$ cat src/rtl/load_align_unit.sv
// Load-data aligner: extracts a byte, half, word or dword from a big-endian memory word,
// straddling into a second beat when needed, with optional byte reversal and sign extension.
module load_align_unit #(
    parameter  int DATA_WIDTH = 32,
    localparam int NB         = DATA_WIDTH / 8,
    localparam int OFS_W      = $clog2(NB)
) (
    input  logic                  clk,
    input  logic                  reset,
    input  logic                  flush,
    input  logic                  req_valid,
    output logic                  req_ready,
    input  logic [OFS_W-1:0]      req_offset,
    input  logic [1:0]            req_size,
    input  logic                  req_sign,
    input  logic                  req_reverse,
    output logic                  mem_req,
    output logic                  mem_second,
    input  logic                  mem_valid,
    input  logic [DATA_WIDTH-1:0] mem_data,
    output logic                  out_valid,
    input  logic                  out_ready,
    output logic [DATA_WIDTH-1:0] out_data,
    output logic                  out_err
);

    typedef enum logic [1:0] {
        S_IDLE,
        S_FIRST,
        S_SECOND,
        S_DONE
    } state_e;

    state_e                state_q, state_d;
    logic [OFS_W-1:0]      ofs_q, ofs_d;
    logic [1:0]            size_q, size_d;
    logic                  sign_q, sign_d;
    logic                  rev_q, rev_d;
    logic [DATA_WIDTH-1:0] hold0_q, hold0_d;
    logic [DATA_WIDTH-1:0] hold1_q, hold1_d;
    logic [DATA_WIDTH-1:0] out_data_q, out_data_d;
    logic                  out_err_q, out_err_d;
    logic                  split;
    logic                  illegal;

    // Byte k of the field is byte (ofs+k) of c, counted from the MSB end.
    function automatic logic [DATA_WIDTH-1:0] extract(
        input logic [2*DATA_WIDTH-1:0] c,
        input logic [OFS_W-1:0]        ofs,
        input logic [1:0]              size,
        input logic                    sgn,
        input logic                    rev
    );
        logic [DATA_WIDTH-1:0]   r;
        logic [2*DATA_WIDTH-1:0] sh;
        int                      nbytes;
        int                      pos;
        logic                    msb;
        r      = '0;
        nbytes = 1 << size;
        for (int k = 0; k < NB; k++) begin
            if (k < nbytes) begin
                sh  = c << ((int'(ofs) + k) * 8);
                pos = rev ? k : (nbytes - 1 - k);
                r[pos*8 +: 8] = sh[2*DATA_WIDTH-1 -: 8];
            end
        end
        msb = r[nbytes*8-1];
        for (int j = 0; j < DATA_WIDTH; j++) begin
            if (j >= nbytes * 8) r[j] = sgn & msb;
        end
        return r;
    endfunction

    assign split   = (int'(ofs_q) + (1 << size_q)) > NB;
    assign illegal = (1 << req_size) > NB;

    always_comb begin
        state_d    = state_q;
        ofs_d      = ofs_q;
        size_d     = size_q;
        sign_d     = sign_q;
        rev_d      = rev_q;
        hold0_d    = hold0_q;
        hold1_d    = hold1_q;
        out_data_d = out_data_q;
        out_err_d  = out_err_q;
        if (flush) begin
            state_d = S_IDLE;
        end else begin
            case (state_q)
                S_IDLE: begin
                    if (req_valid) begin
                        ofs_d  = req_offset;
                        size_d = req_size;
                        sign_d = req_sign;
                        rev_d  = req_reverse;
                        if (illegal) begin
                            state_d    = S_DONE;
                            out_err_d  = 1'b1;
                            out_data_d = '0;
                        end else begin
                            state_d   = S_FIRST;
                            out_err_d = 1'b0;
                        end
                    end
                end
                S_FIRST: begin
                    if (mem_valid) begin
                        hold0_d = mem_data;
                        if (split) begin
                            state_d = S_SECOND;
                        end else begin
                            hold1_d    = '0;
                            state_d    = S_DONE;
                            out_data_d = extract({mem_data, {DATA_WIDTH{1'b0}}},
                                                 ofs_q, size_q, sign_q, rev_q);
                        end
                    end
                end
                S_SECOND: begin
                    if (mem_valid) begin
                        hold1_d    = mem_data;
                        state_d    = S_DONE;
                        out_data_d = extract({hold0_q, mem_data}, ofs_q, size_q, sign_q, rev_q);
                    end
                end
                S_DONE: begin
                    if (out_ready) state_d = S_IDLE;
                end
                default: state_d = S_IDLE;
            endcase
        end
    end

    always_ff @(posedge clk or negedge reset) begin
        if (!reset) begin
            state_q    <= S_IDLE;
            ofs_q      <= '0;
            size_q     <= '0;
            sign_q     <= 1'b0;
            rev_q      <= 1'b0;
            hold0_q    <= '0;
            hold1_q    <= '0;
            out_data_q <= '0;
            out_err_q  <= 1'b0;
        end else begin
            state_q    <= state_d;
            ofs_q      <= ofs_d;
            size_q     <= size_d;
            sign_q     <= sign_d;
            rev_q      <= rev_d;
            hold0_q    <= hold0_d;
            hold1_q    <= hold1_d;
            out_data_q <= out_data_d;
            out_err_q  <= out_err_d;
        end
    end

    assign req_ready  = (state_q == S_IDLE);
    assign mem_req    = (state_q == S_FIRST) || (state_q == S_SECOND);
    assign mem_second = (state_q == S_SECOND);
    assign out_valid  = (state_q == S_DONE);
    assign out_data   = out_data_q;
    assign out_err    = out_err_q;

endmodule

$ cat config.mk
export PLATFORM = sky130hd
export DESIGN_NAME = load_align_unit
export DESIGN_NICKNAME = d
export VERILOG_FILES = /design/src/rtl/load_align_unit.sv
export SDC_FILE = /design/constraint.sdc
export NUM_CORES = 1
export LEC_CHECK = 0
export ABC_AREA = 1
export CORE_MARGIN = 5
export CORE_UTILIZATION = 55
export CTS_CLUSTER_DIAMETER = 100
export DETAILED_ROUTE_END_ITERATION = 8
export PLACE_DENSITY = 0.84
export SYNTH_ARGS = -nofsm -noshare
export SYNTH_HDL_FRONTEND = slang
export SYNTH_SLANG_ARGS = --single-unit
$ cat constraint.sdc
create_clock -name clk -period 4.3 [get_ports clk]
set_input_delay 0.86 -clock clk [delete_from_list [all_inputs] [get_ports clk]]
set_output_delay 0.86 -clock clk [all_outputs]
set_load 0.02 [all_outputs]
Word level (Yosys, flattened, before mapping)
Index checks and enable logic that the tools add are counted.

Register bits: 73. Input bits: 44.

Add/subtract/negate cells: 13. $lt $le $gt $ge: 39. Equal/unequal tests: 12. Shifts and indexed selects: 22. Mux-type cells: 131. Bitwise logic cells: 5. Reduce and logical (&&, ||, !) cells: 7.

Operator list (number): two-way mux 32 bit (41); greater-or-equal comparator 6 x 32 -> 1 bit, first input constant (16); variable part select 8 x 33 -> 32 bit (8); greater-or-equal comparator 5 x 32 -> 1 bit, first input constant (8); bitwise mux 32 bit (6); left shift 64 x 32 -> 64 bit (3); left shift 64 x 6 -> 64 bit (3); negator 32 -> 33 bit (4); variable shift 8 x 33 -> 32 bit, first input constant (4); greater-or-equal comparator 4 x 32 -> 1 bit, first input constant (4); left shift 64 x 5 -> 64 bit (2); two-way mux 29 bit (4); one-hot mux 32 bit (3 select lines) (1); two-way mux 1 bit (70); bitwise AND 32 bit (2); greater-or-equal comparator 3 x 32 -> 1 bit, first input constant (2); > comparator 32 x 4 -> 1 bit, second input constant (2); < comparator 3 x 32 -> 1 bit, first input constant (2); left shift 1 x 2 -> 32 bit, first input constant (2); subtractor 29 x 2 -> 29 bit, second input constant (2); subtractor 29 x 3 -> 29 bit, second input constant (2); adder 3 x 32 -> 32 bit (1); greater-or-equal comparator 1 x 32 -> 1 bit, first input constant (1); greater-or-equal comparator 2 x 32 -> 1 bit, first input constant (1); other kinds (23) (38).

Depth between registers and ports, before layout
Gate-level depths: netlist of run 1.

Word-level depth: 37. Gate-level depth with buffers: 29. Depth with buffers taken out: 29.

Worst setup path after synthesis of run 1
No wires, ideal clock.

Path kind: register to register. Start: reg size_q[1]. End: reg out_data_q[24], in the netlist out_data[24]. Setup time: 0.066 ns. Data arrival time: 3.248 ns. Data required time: 4.234 ns. Setup slack: 0.986 ns. Cell stages (with the launch flop): 28. Path buffers: 2. Cells stage by stage: dfrtp_1 > inv_1 > ha_1 > inv_2 > nand2_2 > nor2_1 > inv_1 > nor2_1 > inv_1 > ha_1 > buf_2 > inv_1 > buf_2 > o21ai_0 > nand2_1 > inv_1 > nand4_1 > nor2_1 > nand3_1 > nand3_1 > nand2_1 > nand2_1 > nand3_4 > nand2_4 > nand3_1 > nand2_1 > nand2_1 > nand2_1.

Word-level cells in the longest chain between the ends: 37. Elaborated cells on any way between the ends: 93.

Ends and longest elaborated chain: start, declared (line 36) `logic [1:0] size_q, size_d;`; start signal, assigned (line 150) `size_q <= size_d;`; left shift 1 x 2 -> 32 bit (*) (line 60, 75); branches (longest 36 deep; another with negator 32 -> 33 bit); end signal, assigned (line 155) `out_data_q <= out_data_d;`; end, declared (line 41) `logic [DATA_WIDTH-1:0] out_data_q, out_data_d;`.

Every way passes the cells marked *. The select of a mux whose other input is x is not followed. A chain may end at the register's enable or synchronous reset.

Worst setup path in the final report of run 1
Start: reg size_q[1]. End: reg out_data_q[0], in the netlist out_data[0].

Same word-level chain as after synthesis.

==> results.txt, run 1 <==
crit path launch type: register
hpwl dp: 22.5 mm
clk_lat worst skew: 0.36 ns
gpl congestion: 1.00
Tmin final: 4.00 ns
vias in the first global route: 8719
most common cell type on the critical path: nand2_1
setup TNS: 0 ns
num ports: 81
Routed Antenna Nets: 0
number of DRC markers in iteration 0: 1292
highest clock rate: 250 MHz
Layout Nets: 1502
PortBufs: 80
most frequent cells in the layout: 473 x nand2_1, 177 x o21ai_0, 132 x nand3_1, 101 x nor2_1, 97 x inv_1
wire per inst: 18.5 microns
sequential area share after synthesis: 22.6%
startpoint of the worst register-to-register path: size_q[1]$_DFFE_PN0P_
dominant synthesized flop cell: dfrtp_1
Post-CTS Setup Bufs: 0
Detailed Routing Iterations Pass 1: 8
Worst R2R Setup Slack: 0.30 ns
Synth-to-Final Area Change: 15.3%
Max-slew headroom: 25.5%
Setup Viol. Count Final: 0
Worst-Margin Slew: 1.11 ns
total track usage: 33.7%
via count: 9680
reg-to-reg endpoint: out_data[0]$_DFFE_PN0P_
CP cell instances: inv_1, ha_1, inv_2, nand2_2, nor2_1, inv_1, nor2_1, inv_1, ha_2, inv_1, buf_4, nand2_1, nand2_1, nor2_1, nand2_1, o311ai_0, nand3_1, nand2_1, nand2_1, nand2_1
Synth cell types: 46
synthesized area per cell: 5.82 sq um
Clock Sinks: 73
grt ovf: 0
# DRC: 0
Synth async-reset ratio: 100%
EDFF count, synth: 0
initial antenna violation count: 0
Setup CP Type: register to register
share of cells above drive strength 1: 7.05%
clk_skew: 0.0220 ns
Max Cap Viol: 0
ranking of synthesized cells by area: dfrtp_1 23%, nand2_1 22%, o21ai_0 11%
Initial Utilization: 55.9%
Hold Path Class: register to register
Max stage delay cell, worst path: o311ai_0
final hold vios: 0
Synth Register Bits: 73
commonest non-fill, non-tap cell in the layout: nand2_1
Slew Viols, Final: 0
Routed WL: 30.0 mm
status: complete, no violations
CTS H-Tree Depth: 3
area leader, netlist: dfrtp_1
Die Y: 131 microns
Yosys warnings: 0
placed cell count: 1600
Die W: 131 microns
Root Buffer: clkbuf_16
crit-path max FO: 17
hold_ws: 0.476 ns
design area: 0.00933 sq mm
Post-Syn Nets: 1466
Critical path origin: size_q[1]$_DFFE_PN0P_
worst setup path endpoint: out_data[0]$_DFFE_PN0P_
post-synth top area share: 22.6%
row count: 44
cells after synthesis: 1391
Final period util: 93.1%
Clock Pin Slew Worst Setup and Hold Paths: 0.08 ns
endpoint class of the critical path: register
RSZ-0062 raised after global routing: false
Req. time, crit path: 4.61 ns
Inserted Diodes: 0
Synth Cell Area: 0.00809 sq mm
full die area: 0.0172 sq mm
Non-Filler Instances: 1616
Reg2Reg Depth: 20
core area: 0.0145 sq mm
Filler Cells Inserted: 1402
TritonCTS clock tree: built
max incr delay on CP: 0.76 ns
first-pass GRT wire length: 47.8 mm
Max clock buf depth: 2
largest net degree at the start of global routing: 107
Arr. time, crit path: 4.31 ns
via-per-instance ratio: 5.99
Num CTS Buffers: 9
post-placement cell area: 0.00901 sq mm
==> cells by family (layout without fill, tap and decap cells) <==
logic type               Yosys count  after routing  synth area share, %
AO/OA/AOI/OAI                    298            298                 20.2
XOR/XNOR                           1              1                0.108
adder cells (fa/ha/maj)           31             31                 4.89
buffers and inverters            195            236                 9.49
flip-flops                        73             73                 22.6
multiplexers                      17             17                 2.23
AND/OR/NAND/NOR                  776            776                 40.5
==> worst min-delay path by stage <==
stage | startpoint | endpoint | slack [ns] | cells after the start
after floorplan | hold0_q[12]$_DFFE_PN0P_ | hold0_q[12]$_DFFE_PN0P_ | 0.45 | 2
after global placement | out_data[2]$_DFFE_PN0P_ | out_data[2]$_DFFE_PN0P_ | 0.46 | 2
after detailed placement | out_data[10]$_DFFE_PN0P_ | out_data[10]$_DFFE_PN0P_ | 0.47 | 2
after CTS | out_data[19]$_DFFE_PN0P_ | out_data[19]$_DFFE_PN0P_ | 0.48 | 2
after global routing | hold0_q[13]$_DFFE_PN0P_ | hold0_q[13]$_DFFE_PN0P_ | 0.51 | 2
final | out_data[2]$_DFFE_PN0P_ | out_data[2]$_DFFE_PN0P_ | 0.48 | 2
==> through the flow <==
step	setup slack [ns]	utilization [%]
3_5_place_dp	0.400	62.2
3_3_place_gp	0.472	62.2
5_1_grt	0.00118	64.5
4_1_cts	0.373	64.4
6_report	0.299	64.5
2_1_floorplan	0.986	-
==> per-layer routing <==
layer	vias to the layer above	part of all wire, %	routed length [microns]	track usage (%)
li1	4665	-	-	-
met1	4387	43	13000	48.4
met2	568	43	12800	49.9
met3	60	12	3490	8.72
met4	0	2.4	710	9.77
met5	-	0	0	0
==> synthesized netlist by cell type (2+ instances only) <==
| master | n |
|---|---|
| inv_2 | 10 |
| a211oi_1 | 3 |
| o22ai_1 | 4 |
| nor2_2 | 4 |
| clkinv_1 | 2 |
| a31oi_1 | 6 |
| nor3_1 | 29 |
| o221ai_1 | 3 |
| buf_2 | 20 |
| or2_2 | 7 |
| buf_1 | 10 |
| nand2_1 | 473 |
| nor2_1 | 102 |
| nand3_1 | 133 |
| nor4_1 | 3 |
| o211ai_1 | 7 |
| a21oi_1 | 69 |
| mux2i_1 | 9 |
| o21ai_0 | 177 |
| o31ai_1 | 8 |
| nand2_2 | 8 |
| inv_1 | 97 |
| a22oi_1 | 5 |
| a31o_2 | 2 |
| dfrtp_1 | 73 |
| nand2_4 | 4 |
| mux2_2 | 8 |
| nand4_1 | 8 |
| clkbuf_1 | 54 |
| ha_1 | 30 |
| o2111ai_1 | 7 |
| nand3_4 | 2 |
==> critical path, delay by kind of cell, from the launching register on <==
family,cells,cell delay (ns)
AND/OR/NAND/NOR,11,1.31
flip-flops,1,0.46
buffers and inverters,6,0.76
AO/OA/AOI/OAI,1,0.76
adder cells (fa/ha/maj),2,0.66
==> flip-flops by register name (all words and copies together), names as in the netlist <==
register / cells
sign_q: 1
ofs_q: 2
size_q: 2
out_err: 1
state_q: 2
out_data: 32
rev_q: 1
hold0_q: 32
==> repair_timing <==
| item | in CTS | in global routing |
|---|---|---|
| gates resized for setup | 0 | 2 |
| setup endpoints to repair | 0 | 32 |
| hold buffers | 0 | 0 |
==> area by class of cell <==
cell class,count,area [sq um],area share [%]
multi-input combinational,1123,5520,59.1
sequential,73,1830,19.6
clock buffer,10,229,2.45
tap,184,230,2.47
timing repair buffer,111,1030,11.0
clock inverter,6,90.1,0.965
inverter,109,409,4.38
Power of run 1 is left out: the tool's default activity adds up to more than one toggle a clock period on the data nets, which glitch-free logic cannot reach.
==> run 2, diff against run 1 <==
Settings changed: CORE_UTILIZATION 55 to 50, PLACE_DENSITY 0.84 to 0.78, SLEW_MARGIN set to 20.
==> run 2 against run 1 <==
Global-route usage fell by 1.8 points. Register-to-register slack improved by 0.07 ns. Critical path depth rose by 2. Clock skew fell by 0.011 ns. Highest routed layer unchanged.
==> results.txt, run 2 (synthesis results as in run 1) <==
wire per inst: 18.0 microns (-3.1%)
highest clock rate: 254 MHz (+1.7%)
Final period util: 91.5% (-1.5 points)
final hold vios: 0 (unchanged)
commonest non-fill, non-tap cell in the layout: nand2_1
total track usage: 31.8% (-1.8 points)
Max clock buf depth: 2 (unchanged)
Die Y: 137 microns (+4.5%)
Detailed Routing Iterations Pass 1: 9 (+1)
full die area: 0.0188 sq mm (+9.2%)
clk_lat worst skew: 0.37 ns (about the same)
via-per-instance ratio: 5.83 (-2.6%)
Clock Pin Slew Worst Setup and Hold Paths: 0.08 ns (about the same)
Hold Path Class: register to register
Slew Viols, Final: 0 (unchanged)
via count: 9614 (-0.68%)
Die W: 137 microns (+4.5%)
Num CTS Buffers: 9 (unchanged)
first-pass GRT wire length: 47.0 mm (-1.8%)
Routed WL: 29.6 mm (-1.2%)
endpoint class of the critical path: register
core area: 0.0159 sq mm (+9.7%)
Setup CP Type: register to register
CTS Hold Bufs: 0 (unchanged)
Resized Gates After CTS: 0 (unchanged)
TritonCTS clock tree: built
setup TNS: 0 ns (unchanged)
Setup Viol. Count Final: 0 (unchanged)
clk_skew: 0.0115 ns (-0.0106 ns)
Root Buffer: clkbuf_16
PortBufs: 80 (unchanged)
share of cells above drive strength 1: 6.98% (-0.070 points)
hpwl dp: 22.6 mm (+0.82%)
most frequent cells in the layout: 473 x nand2_1, 177 x o21ai_0, 132 x nand3_1, 101 x nor2_1, 97 x inv_1
crit-path max FO: 15 (-2)
Initial Utilization: 50.9% (-4.9 points)
Layout Nets: 1502 (unchanged)
Clock Sinks: 73 (unchanged)
# DRC: 0 (unchanged)
Max-slew headroom: 35.3% (+9.8 points)
RSZ-0062 raised after global routing: false
Worst-Margin Slew: 0.971 ns (-0.138 ns)
Arr. time, crit path: 4.24 ns (-0.07 ns)
Req. time, crit path: 4.60 ns (about the same)
Tmin final: 3.94 ns (-0.0657 ns)
vias in the first global route: 8596 (-1.4%)
crit path launch type: register
Max Cap Viol: 0 (unchanged)
largest net degree at the start of global routing: 85 (-21%)
Routed Antenna Nets: 0 (unchanged)
gpl congestion: 1.06 (+6.1%)
initial antenna violation count: 0 (unchanged)
Synth-to-Final Area Change: 15.4% (about the same)
Inserted Diodes: 0 (unchanged)
row count: 46 (+4.5%)
Post-CTS Setup Bufs: 0 (unchanged)
CTS H-Tree Depth: 3 (unchanged)
num ports: 81 (unchanged)
number of DRC markers in iteration 0: 1165 (-9.8%)
grt ovf: 0 (unchanged)
status: complete, no violations
## run 2: changes by cell type in the layout (fill, tap and decap cells not counted), sizes merged
cell	delta
inv	+3
bufinv	-2
clkinv	-2
clkinvlp	+2
clkbuf	-1
## run 2: layout make-up
type                            instances  area (sq um)
Timing Repair Buffer                  111          1030
Multi-Input combinational cell       1123          5510
Clock inverter                          7          62.6
Clock buffer                            9           225
Fill cell                            1645          6550
Inverter                              109           409
Tap cell                              216           270
Sequential cell                        73          1830
## run 2: final timing paths
check | startpoint | to | slack, ns | depth (start not counted)
setup / recovery | size_q[0]$_DFFE_PN0P_ | out_data[28]$_DFFE_PN0P_ | 0.36 | 22
hold / removal | out_data[25]$_DFFE_PN0P_ | out_data[25]$_DFFE_PN0P_ | 0.48 | 2
setup reg to reg | size_q[0]$_DFFE_PN0P_ | out_data[28]$_DFFE_PN0P_ | 0.36 | 22
hold reg to reg | out_data[25]$_DFFE_PN0P_ | out_data[25]$_DFFE_PN0P_ | 0.48 | 2
max in group asynchronous | reset | ofs_q[0]$_DFFE_PN0P_ | 2.98 | 1
min in group asynchronous | reset | out_err$_DFFE_PN0P_ | 0.63 | 1
## run 2: routing by layer
layer	share of wire, %	vias to the layer above	global-route usage, %	routed length [microns]
met5	0	-	0	0
met4	3.0	0	10.8	874
met3	12	72	8.80	3700
met2	41	592	45.7	12000
met1	44	4282	45.9	13000
li1	-	4668	-	-
## run 2: worst max-delay path, stage by stage (launching register included)
cell	delay, ns
dfrtp_1	0.46
inv_1	0.15
ha_1	0.36
inv_2	0.08
nor2_1	0.19
inv_1	0.08
nor2_1	0.13
inv_1	0.06
ha_1	0.44
nand2_1	0.11
nor2_1	0.11
nand2_1	0.05
nand2_1	0.06
nand2_1	0.05
nor2_1	0.17
nand4_1	0.25
inv_1	0.40
nand3_1	0.13
a41oi_1	0.31
nand2_1	0.10
nand2_1	0.07
nand2_1	0.04
nand2_1	0.06
## run 2: through the flow
stage / instances / setup WS (ns) / hold WS (ns) / area [sq um] / utilization (%)
2_1_floorplan: 1391 / 0.986 / 0.453 / 8090 / -
3_3_place_gp: 1632 / 0.551 / 0.463 / 9050 / 57.0
3_5_place_dp: 1632 / 0.446 / 0.464 / 9050 / 57.0
4_1_cts: 1648 / 0.406 / 0.482 / 9340 / 58.8
5_1_grt: 1648 / 0.0303 / 0.498 / 9340 / 58.8
6_report: 1648 / 0.364 / 0.480 / 9340 / 58.8
Power of run 2 is left out for the same reason.
